## src/rtl/alu_serial_pkg.sv

```systemverilog
// Shared definitions for the bit-serial ALU sequencer:
// slice opcodes, FSM state encodings, flag indices, opcode helpers.
package alu_serial_pkg;

    localparam logic [3:0] OP_ADD   = 4'b0000;
    localparam logic [3:0] OP_SUB   = 4'b0001;
    localparam logic [3:0] OP_AND   = 4'b0010;
    localparam logic [3:0] OP_OR    = 4'b0011;
    localparam logic [3:0] OP_XOR   = 4'b0100;
    localparam logic [3:0] OP_NOR   = 4'b0101;
    localparam logic [3:0] OP_NAND  = 4'b0110;
    localparam logic [3:0] OP_XNOR  = 4'b0111;
    localparam logic [3:0] OP_PASSA = 4'b1000;
    localparam logic [3:0] OP_PASSB = 4'b1001;
    localparam logic [3:0] OP_CMP   = 4'b1011;
    localparam logic [3:0] OP_CMPB  = 4'b1100;

    typedef logic [1:0] state_t;
    localparam state_t ST_IDLE = 2'd0;
    localparam state_t ST_RUN  = 2'd1;
    localparam state_t ST_DONE = 2'd2;

    localparam int FLAG_N = 3;
    localparam int FLAG_Z = 2;
    localparam int FLAG_C = 1;
    localparam int FLAG_V = 0;

    // B-inverting ops need carry-in 1 on bit 0 (two's complement).
    function automatic logic inverts_b(input logic [3:0] op);
        return (op == OP_SUB) || (op == OP_CMP) || (op == OP_CMPB);
    endfunction

    function automatic logic is_cmp(input logic [3:0] op);
        return (op == OP_CMP) || (op == OP_CMPB);
    endfunction

    function automatic logic has_ovf(input logic [3:0] op);
        return (op == OP_ADD) || (op == OP_SUB);
    endfunction

endpackage

```

## src/rtl/alu_serial_shreg.sv

```systemverilog
// WIDTH-bit shift register: parallel load, shift right, serial in at MSB.
// Ports: clk, rst_n, load/load_data, shift/serial_in, data (current word).
module alu_serial_shreg
    import alu_serial_pkg::*;
#(
    parameter int WIDTH = 8
) (
    input  logic             clk,
    input  logic             rst_n,
    input  logic             load,
    input  logic [WIDTH-1:0] load_data,
    input  logic             shift,
    input  logic             serial_in,
    output logic [WIDTH-1:0] data
);

    always_ff @(posedge clk or negedge rst_n) begin
        if (!rst_n) begin
            data <= '0;
        end else if (load) begin
            data <= load_data;
        end else if (shift) begin
            data <= {serial_in, data[WIDTH-1:1]};
        end
    end

endmodule

```

## src/rtl/alu_serial_seq.sv

```systemverilog
// Bit-serial sequencer around an external 1-bit ALU slice, LSB first.
// Ports: in_* request handshake, slice_* slice link, out_* result handshake.
// Option ALU_SERIAL_FLAGS_EN adds the registered out_flags {N,Z,C,V} port.
module alu_serial_seq
    import alu_serial_pkg::*;
#(
    parameter int WIDTH = 8
) (
    input  logic             clk,
    input  logic             rst_n,
    input  logic             in_valid,
    output logic             in_ready,
    input  logic [3:0]       in_opcode,
    input  logic [WIDTH-1:0] in_a,
    input  logic [WIDTH-1:0] in_b,
    output logic [3:0]       slice_opcode,
    output logic             slice_a,
    output logic             slice_b,
    output logic             slice_cin,
    input  logic             slice_result,
    input  logic             slice_cout,
    output logic             out_valid,
    input  logic             out_ready,
    output logic [WIDTH-1:0] out_result
`ifdef ALU_SERIAL_FLAGS_EN
    ,
    output logic [3:0]       out_flags
`endif
);

    localparam int CW = $clog2(WIDTH);

    state_t         state;
    logic [CW-1:0]  cnt;
    logic           carry;
    logic [3:0]     op_q;
    logic [WIDTH-1:0] a_q;
    logic [WIDTH-1:0] b_q;
    logic [WIDTH-1:0] res_q;

    logic idle;
    logic run;
    logic done;
    logic accept;
    logic last;

    assign idle   = (state == ST_IDLE);
    assign run    = (state == ST_RUN);
    assign done   = (state == ST_DONE);
    assign in_ready = idle | (done & out_ready);
    assign accept = in_valid & in_ready;
    assign last   = run && (cnt == CW'(WIDTH - 1));

    always_ff @(posedge clk or negedge rst_n) begin
        if (!rst_n) begin
            state <= ST_IDLE;
        end else begin
            unique case (1'b1)
                idle: if (accept) state <= ST_RUN;
                run:  if (last) state <= ST_DONE;
                done: begin
                    if (out_ready)
                        state <= in_valid ? ST_RUN : ST_IDLE;
                end
                default: state <= ST_IDLE;
            endcase
        end
    end

    always_ff @(posedge clk or negedge rst_n) begin
        if (!rst_n) begin
            cnt   <= '0;
            carry <= 1'b0;
            op_q  <= '0;
        end else if (accept) begin
            cnt   <= '0;
            carry <= inverts_b(in_opcode);
            op_q  <= in_opcode;
        end else if (run) begin
            cnt   <= cnt + 1'b1;
            carry <= slice_cout;
        end
    end

    alu_serial_shreg #(.WIDTH(WIDTH)) u_a (
        .clk       (clk),
        .rst_n     (rst_n),
        .load      (accept),
        .load_data (in_a),
        .shift     (run),
        .serial_in (1'b0),
        .data      (a_q)
    );

    alu_serial_shreg #(.WIDTH(WIDTH)) u_b (
        .clk       (clk),
        .rst_n     (rst_n),
        .load      (accept),
        .load_data (in_b),
        .shift     (run),
        .serial_in (1'b0),
        .data      (b_q)
    );

    // Result bits enter at the MSB; after WIDTH shifts bit 0 sits at the LSB.
    alu_serial_shreg #(.WIDTH(WIDTH)) u_res (
        .clk       (clk),
        .rst_n     (rst_n),
        .load      (accept),
        .load_data ('0),
        .shift     (run),
        .serial_in (slice_result),
        .data      (res_q)
    );

    // Only bit 0 of the operand registers feeds the slice.
    logic unused_bits;
    assign unused_bits = ^{a_q[WIDTH-1:1], b_q[WIDTH-1:1]};

    assign slice_opcode = run ? op_q : 4'b0000;
    assign slice_a      = run & a_q[0];
    assign slice_b      = run & b_q[0];
    assign slice_cin    = run & carry;

    assign out_valid  = done;
    assign out_result = res_q;

`ifdef ALU_SERIAL_FLAGS_EN
    logic       zacc;
    logic       zbit;
    logic [3:0] flags_q;

    // Compares report equality of operands, everything else a zero result.
    assign zbit = is_cmp(op_q) ? (slice_a == slice_b) : ~slice_result;

    always_ff @(posedge clk or negedge rst_n) begin
        if (!rst_n) begin
            zacc    <= 1'b0;
            flags_q <= '0;
        end else begin
            if (accept) begin
                zacc <= 1'b1;
            end else if (run) begin
                zacc <= zacc & zbit;
            end
            if (last) begin
                flags_q[FLAG_N] <= slice_result;
                flags_q[FLAG_Z] <= zacc & zbit;
                flags_q[FLAG_C] <= slice_cout;
                flags_q[FLAG_V] <= has_ovf(op_q) & (slice_cin ^ slice_cout);
            end
        end
    end

    assign out_flags = flags_q;
`endif

endmodule

```

## config.mk

```make
export PLATFORM = sky130hd
export DESIGN_NAME = alu_serial_seq
export DESIGN_NICKNAME = d
export VERILOG_FILES = /design/src/rtl/alu_serial_pkg.sv /design/src/rtl/alu_serial_shreg.sv /design/src/rtl/alu_serial_seq.sv
export SDC_FILE = /design/constraint.sdc
export NUM_CORES = 1
export LEC_CHECK = 0
export BUFFER_PORTS_ARGS = -buffer_cell sky130_fd_sc_hd__buf_2
export CORE_MARGIN = 2
export CORE_UTILIZATION = 55
export CTS_CLUSTER_SIZE = 16
export DETAILED_ROUTE_END_ITERATION = 10
export PLACE_DENSITY = 0.8
export SETUP_SLACK_MARGIN = 0.02
export SLEW_MARGIN = 40
export SYNTH_ARGS = -nofsm -noshare
export SYNTH_HDL_FRONTEND = slang
export SYNTH_SLANG_ARGS = --single-unit
```

## constraint.sdc

```tcl
create_clock -name clk -period 2.55 [get_ports clk]
set_input_delay 0 -clock clk [delete_from_list [all_inputs] [get_ports clk]]
set_output_delay 0 -clock clk [all_outputs]
set_load 0.01 [all_outputs]
```

* Word-level counts from Yosys, hierarchy flattened
Cells that the tools add are included.
Operators by class: reduce and logical (&&, ||, !) cells 6, $add $sub $neg 1, equal/unequal tests 9, bitwise gates (word level) 6, mux-type cells 16
Operator list (count):
- 2-to-1 mux 8 bit | 6
- == test 4 bit (second input constant) | 2
- 2-to-1 mux 2 bit | 3
- 2-to-1 mux 3 bit | 2
- one-hot mux 2 bit (3 select lines) | 1
- bitwise AND 1 bit | 5
- == test 4 x 1 -> 1 bit (second input constant) | 1
- 2-to-1 mux 4 bit | 1
- inequality test 2 x 1 -> 1 bit (second input constant) | 2
- adder 3 x 1 -> 3 bit (second input constant) | 1
- == test 3 bit (second input constant) | 1
- 2-to-1 mux 1 bit | 3
- AND reduction 3 bit | 1
- == test 2 x 1 -> 1 bit (second input constant) | 1
- == test 2 bit (second input constant) | 1
- zero test 2 bit | 1
- logical OR 1 bit | 2
- inequality test 2 bit (second input constant) | 1
- nonzero test 2 bit | 1
- logical AND 1 bit | 1
- bitwise OR 1 bit | 1
Storage, ports and cells: input bits 26, output and inout port bits 17, bits in registers 34, logic and storage cells 45

* Longest topological paths before layout
depth after elaboration 6, mapped depth 6, depth with buffers taken out 4

* By module
Synthesis repeated with hierarchy kept, for this count alone.
Unflattened totals: cell total of the unflattened synthesis 150, area total of the unflattened synthesis 1695.4 um^2
Modules (own cells, without submodules):
- alu_serial_shreg | instances 3, area an instance 372.9 um^2, cells each 34, sequential area each 200.2 um^2
- alu_serial_seq | instances 1, area an instance 576.8 um^2, cells each 48, sequential area each 250.2 um^2

* Least setup slack after synthesis
No wires, ideal clock.
path type register -> register, start point register state[0], end point register op_q[1], cell stages (with the launch flop) 6, path buffers 2, period minus slack after synthesis 1341 ps, slack 1209 ps, required time 2425 ps, arrival 1216 ps, library setup time 125 ps, cells stage by stage dfrtp_1 -> nor2b_1 -> buf_6 -> and2_4 -> buf_6 -> mux2_4
Between the ends: cells in the longest elaborated chain, start to end 4, elaborated cells on any way between the ends 5, classes of those cells eq/ne (1); bitwise (3); reduce/logical (1)
Ends and longest elaborated chain:
- start, declared | RTL line alu_serial_seq.sv:33 | state_t state;
- start signal, assigned | RTL line alu_serial_seq.sv:63 | state <= in_valid ? ST_RUN : ST_IDLE;
- == test 2 bit | RTL line alu_serial_seq.sv:49 | assign done = (state == ST_DONE);
- bitwise AND 1 bit | RTL line alu_serial_seq.sv:50 | assign in_ready = idle | (done & out_ready);
- bitwise OR 1 bit * | RTL line alu_serial_seq.sv:50
- bitwise AND 1 bit * | RTL line alu_serial_seq.sv:51 | assign accept = in_valid & in_ready;
- end signal, assigned | RTL line alu_serial_seq.sv:78 | op_q <= in_opcode;
- end, declared | RTL line alu_serial_seq.sv:36 | logic [3:0] op_q;
Every way passes the cells marked *; elsewhere a longest branch is shown, timed or not. A chain may end at the register's enable or synchronous reset.

* Worst setup path after layout
start point register state[0], end point output port slice_opcode[0]
Between the ends: cells in the longest elaborated chain, start to end 2
Ends and longest elaborated chain:
- == test 2 x 1 -> 1 bit | RTL line alu_serial_seq.sv:48 | assign run = (state == ST_RUN);
- 2-to-1 mux 4 bit | RTL line alu_serial_seq.sv:120 | assign slice_opcode = run ? op_q : 4'b0000;
- end, declared | RTL line alu_serial_seq.sv:16 | output logic [3:0] slice_opcode,
Every way passes these cells.

==> impl_metrics.yaml <==
global_routing:
  gr-total-overflow: 0
  grt_pass1_wl_um: 5970
  gr-usage-all-layers_pct: 23.9
  grt_pass1_vias: 1333
  maximum_number_of_pins_on_one_net_before_global_route_repair: 35
  grt_antenna_before_repair: 0
worst_setup_path:
  arrival_time_reported_for_the_critical_path_endpoint_ns: 1.89
  critical_path.endpoint_type: "output pin"
  critical_path.startpoint_type: "flop"
  criticalPathCategory: "reg -> out"
  crit_required_ns: 2.55
  path_max_fanout: 18
flow_run:
  drv.max_cap_violation_count: 0
clock_tree:
  post_cts.resized_instances: 0
  clock_transition_time_at_the_flip_flop_clock_pins_of_the_worst_setup_and_hold_paths_ns: 0.11
  clock-root-buffer: "sky130_fd_sc_hd__clkbuf_4"
  post_cts.repair.setup_buffers: 0
  cts_inserted_buffers: 5
  clock-sinks: 34
  number_of_buffers_added_to_fix_hold_violations_after_cts: 24
  htree_num_levels: 2
  cts_tree: "yes"
  clk_latency_ns: 0.34
  clk_path_buf_depth: 2
run_status:
  result_of_the_run: "completed"
route:
  first_pass_iters: 4
  detail_route.drc_violations: 0
  drtIter0Drc: 51
  final_antenna_net_count: 0
  wl_per_cell_um: 14.6
  vias_per_cell: 5.44
  overall_routed_net_length_um: 3650
  vias: 1361
logic_synthesis:
  avgSynthCellArea_um2: 10.5
  ys_types: 27
  synth_seq_cells: 34
  synth_sequential_area_ratio_pct: 52.6
  gate_count_of_the_mapped_netlist: 154
  number_of_nets_produced_by_synthesis: 182
  synth-warning-count: 0
  netlist_area_mm2: 0.00162
timing:
  final-max-slew-violation-count: 0
  slew-limit-headroom_pct: 50.5
  worstMarginPinSlew_ns: 0.743
  rsz0062_at_grt: "no"
  worst_skew_ns: 0.00759
  report.final.hold_viol_count: 0
  timing.final.setup_violations: 0
  final.min_clock_period_ns: 1.89
  fmax_ghz: 0.528
  finalSetupTns_ns: 0
  fin_crit_sh_pct: 74.2
die:
  design.die.area_mm2: 0.00339
  floorplan.initialDensity_pct: 58.1
  floorplan.die.height_um: 58.2
  ios: 43
  die_wd_um: 58.2
  coreArea_mm2: 0.00278
  core.rowCount: 19
power_and_ir_drop:
  power.switching_fraction_pct: 37.5
  clock_power_share_pct: 14.7
  netSwitchingPower_mw: 0.803
  pwr-share-seq_pct: 42.6
  power.density_mw_per_mm2: 1020
  irDropWorstVdd_v: 0.000745
  leakagePower_nw: 1.04
  p_int_mw: 1.34
  combPwrFrac_pct: 42.7
layout:
  layout.cells.most_common_list: "sky130_fd_sc_hd__buf_2, sky130_fd_sc_hd__dfrtp_1, sky130_fd_sc_hd__dlygate4sd3_1"
  antenna_cells_inserted: 0
  most_frequent_standard_cell_in_the_layout_excluding_fill_and_tap_cells: "sky130_fd_sc_hd__buf_2"
  layout.nets: 246
  regArea_um2: 851
  area_growth_pct: 30.3
  share_of_final_layout_standard_cells_stronger_than_drive_strength_1_pct: 26.5
  final-instance-count-excl-fill: 250
  finalCoreUtilization_pct: 75.7
  multi_input_comb_area_um2: 677
  final.fill_count: 216
place:
  buffers_on_ports: 42
  post-dp-hpwl_um: 2230
  placed_cells_incl_taps: 218
  finalWeightedCongestion: 0.691
worst_hold_path:
  min-delay-path-class: "in -> async"
[worst paths after layout]
kind,start,end,slack [ns],depth (start not counted)
max,state[0],slice_opcode[0],0.66,4
min,rst_n,u_res.data[3],0.13,2
max reg2reg,state[0],carry,0.85,4
min reg2reg,u_b.data[7],u_b.data[7],0.52,2
max in group asynchronous,rst_n,op_q[0],2.11,2
min in group clk,in_valid,u_b.data[7],0.26,5
[per-stage QoR]
step                instance area [um2]  power (mW)  hold slack [ns]  setup slack (ns)
global route                       2110        2.31            0.159             0.513
detailed placement                 1800        1.80            0.109             0.879
global placement                   1800        1.75           0.0958             0.969
finish                             2110        2.14            0.126             0.657
floorplan                          1620        1.56           -0.296              1.21
CTS                                2100        2.15            0.260             0.673
[worst max-delay path, cell delays in order (launching register included)]
cell,delay [ns]
sky130_fd_sc_hd__dfrtp_1,0.41
sky130_fd_sc_hd__nor2b_2,0.52
sky130_fd_sc_hd__buf_4,0.33
sky130_fd_sc_hd__and2_1,0.16
sky130_fd_sc_hd__buf_2,0.13
[layer usage]
layer	GRT usage, %	up-vias	wire length [um]
li1	-	656	-
met5	0	-	0
met2	37.5	50	1760
met3	7.59	10	187
met4	11.0	0	98
met1	30.4	645	1600
[area by class of cell]
type                    count  area share, %
clock buffers               7           2.61
repair buffers             69           22.6
inverters                   1          0.178
multi-input cells         107           32.1
clock inverters             1          0.238
flip-flops and latches     34           40.4
well taps                  31           1.84
[cell families after synthesis]
kind of cell | count (synthesis) | share of synthesized area (%)
muxes | 18 | 11.9
buffers and inverters | 13 | 5.65
AOI/OAI and AO/OA | 31 | 10.8
adders and majority gates | 2 | 1.55
and+or+nand+nor | 54 | 16.3
DFF | 34 | 52.6
xor gates and xnor gates | 2 | 1.08
[state kept, by name, indices dropped and copies added (netlist names)]
| register | count |
|---|---|
| carry | 1 |
| cnt | 3 |
| op_q | 4 |
| state | 2 |
| u_a.data | 8 |
| u_b.data | 8 |
| u_res.data | 8 |
[power groups by stage]
stage / clock network [mW] / registers (mW) / logic (mW)
2_1_floorplan: 0 / 0.903 / 0.657
3_3_place_gp: 0 / 0.900 / 0.852
3_5_place_dp: 0 / 0.917 / 0.886
4_1_cts: 0.318 / 0.909 / 0.918
5_1_grt: 0.348 / 0.942 / 1.02
6_report: 0.314 / 0.912 / 0.915
[cell usage after synthesis]
cell,n,share of area (%)
sky130_fd_sc_hd__dfrtp_1,34,53
sky130_fd_sc_hd__nand2_1,22,5.1
sky130_fd_sc_hd__mux2i_1,14,8.7
sky130_fd_sc_hd__nand3_1,14,4.3
sky130_fd_sc_hd__o21ai_0,13,4.0
sky130_fd_sc_hd__a21oi_1,12,3.7
sky130_fd_sc_hd__and2_1,7,2.7
sky130_fd_sc_hd__buf_2,4,1.2
sky130_fd_sc_hd__buf_6,4,2.8
sky130_fd_sc_hd__nor2b_1,4,1.5
sky130_fd_sc_hd__a221o_1,2,1.2
sky130_fd_sc_hd__and3_1,2,0.77
sky130_fd_sc_hd__buf_4,2,0.93
sky130_fd_sc_hd__clkbuf_1,2,0.46
sky130_fd_sc_hd__ha_1,2,1.5
sky130_fd_sc_hd__mux2_2,2,1.4
sky130_fd_sc_hd__mux2_4,2,1.9
sky130_fd_sc_hd__nor2_1,2,0.46
sky130_fd_sc_hd__xnor2_1,2,1.1
sky130_fd_sc_hd__a22o_1,1,0.54
sky130_fd_sc_hd__a32oi_1,1,0.54
sky130_fd_sc_hd__and2_4,1,0.54
sky130_fd_sc_hd__inv_1,1,0.23
sky130_fd_sc_hd__nand2b_1,1,0.39
sky130_fd_sc_hd__o21ai_1,1,0.31
sky130_fd_sc_hd__o21bai_1,1,0.46
sky130_fd_sc_hd__or2b_1,1,0.46
No activity file was read; power rests on OpenSTA's default activity.
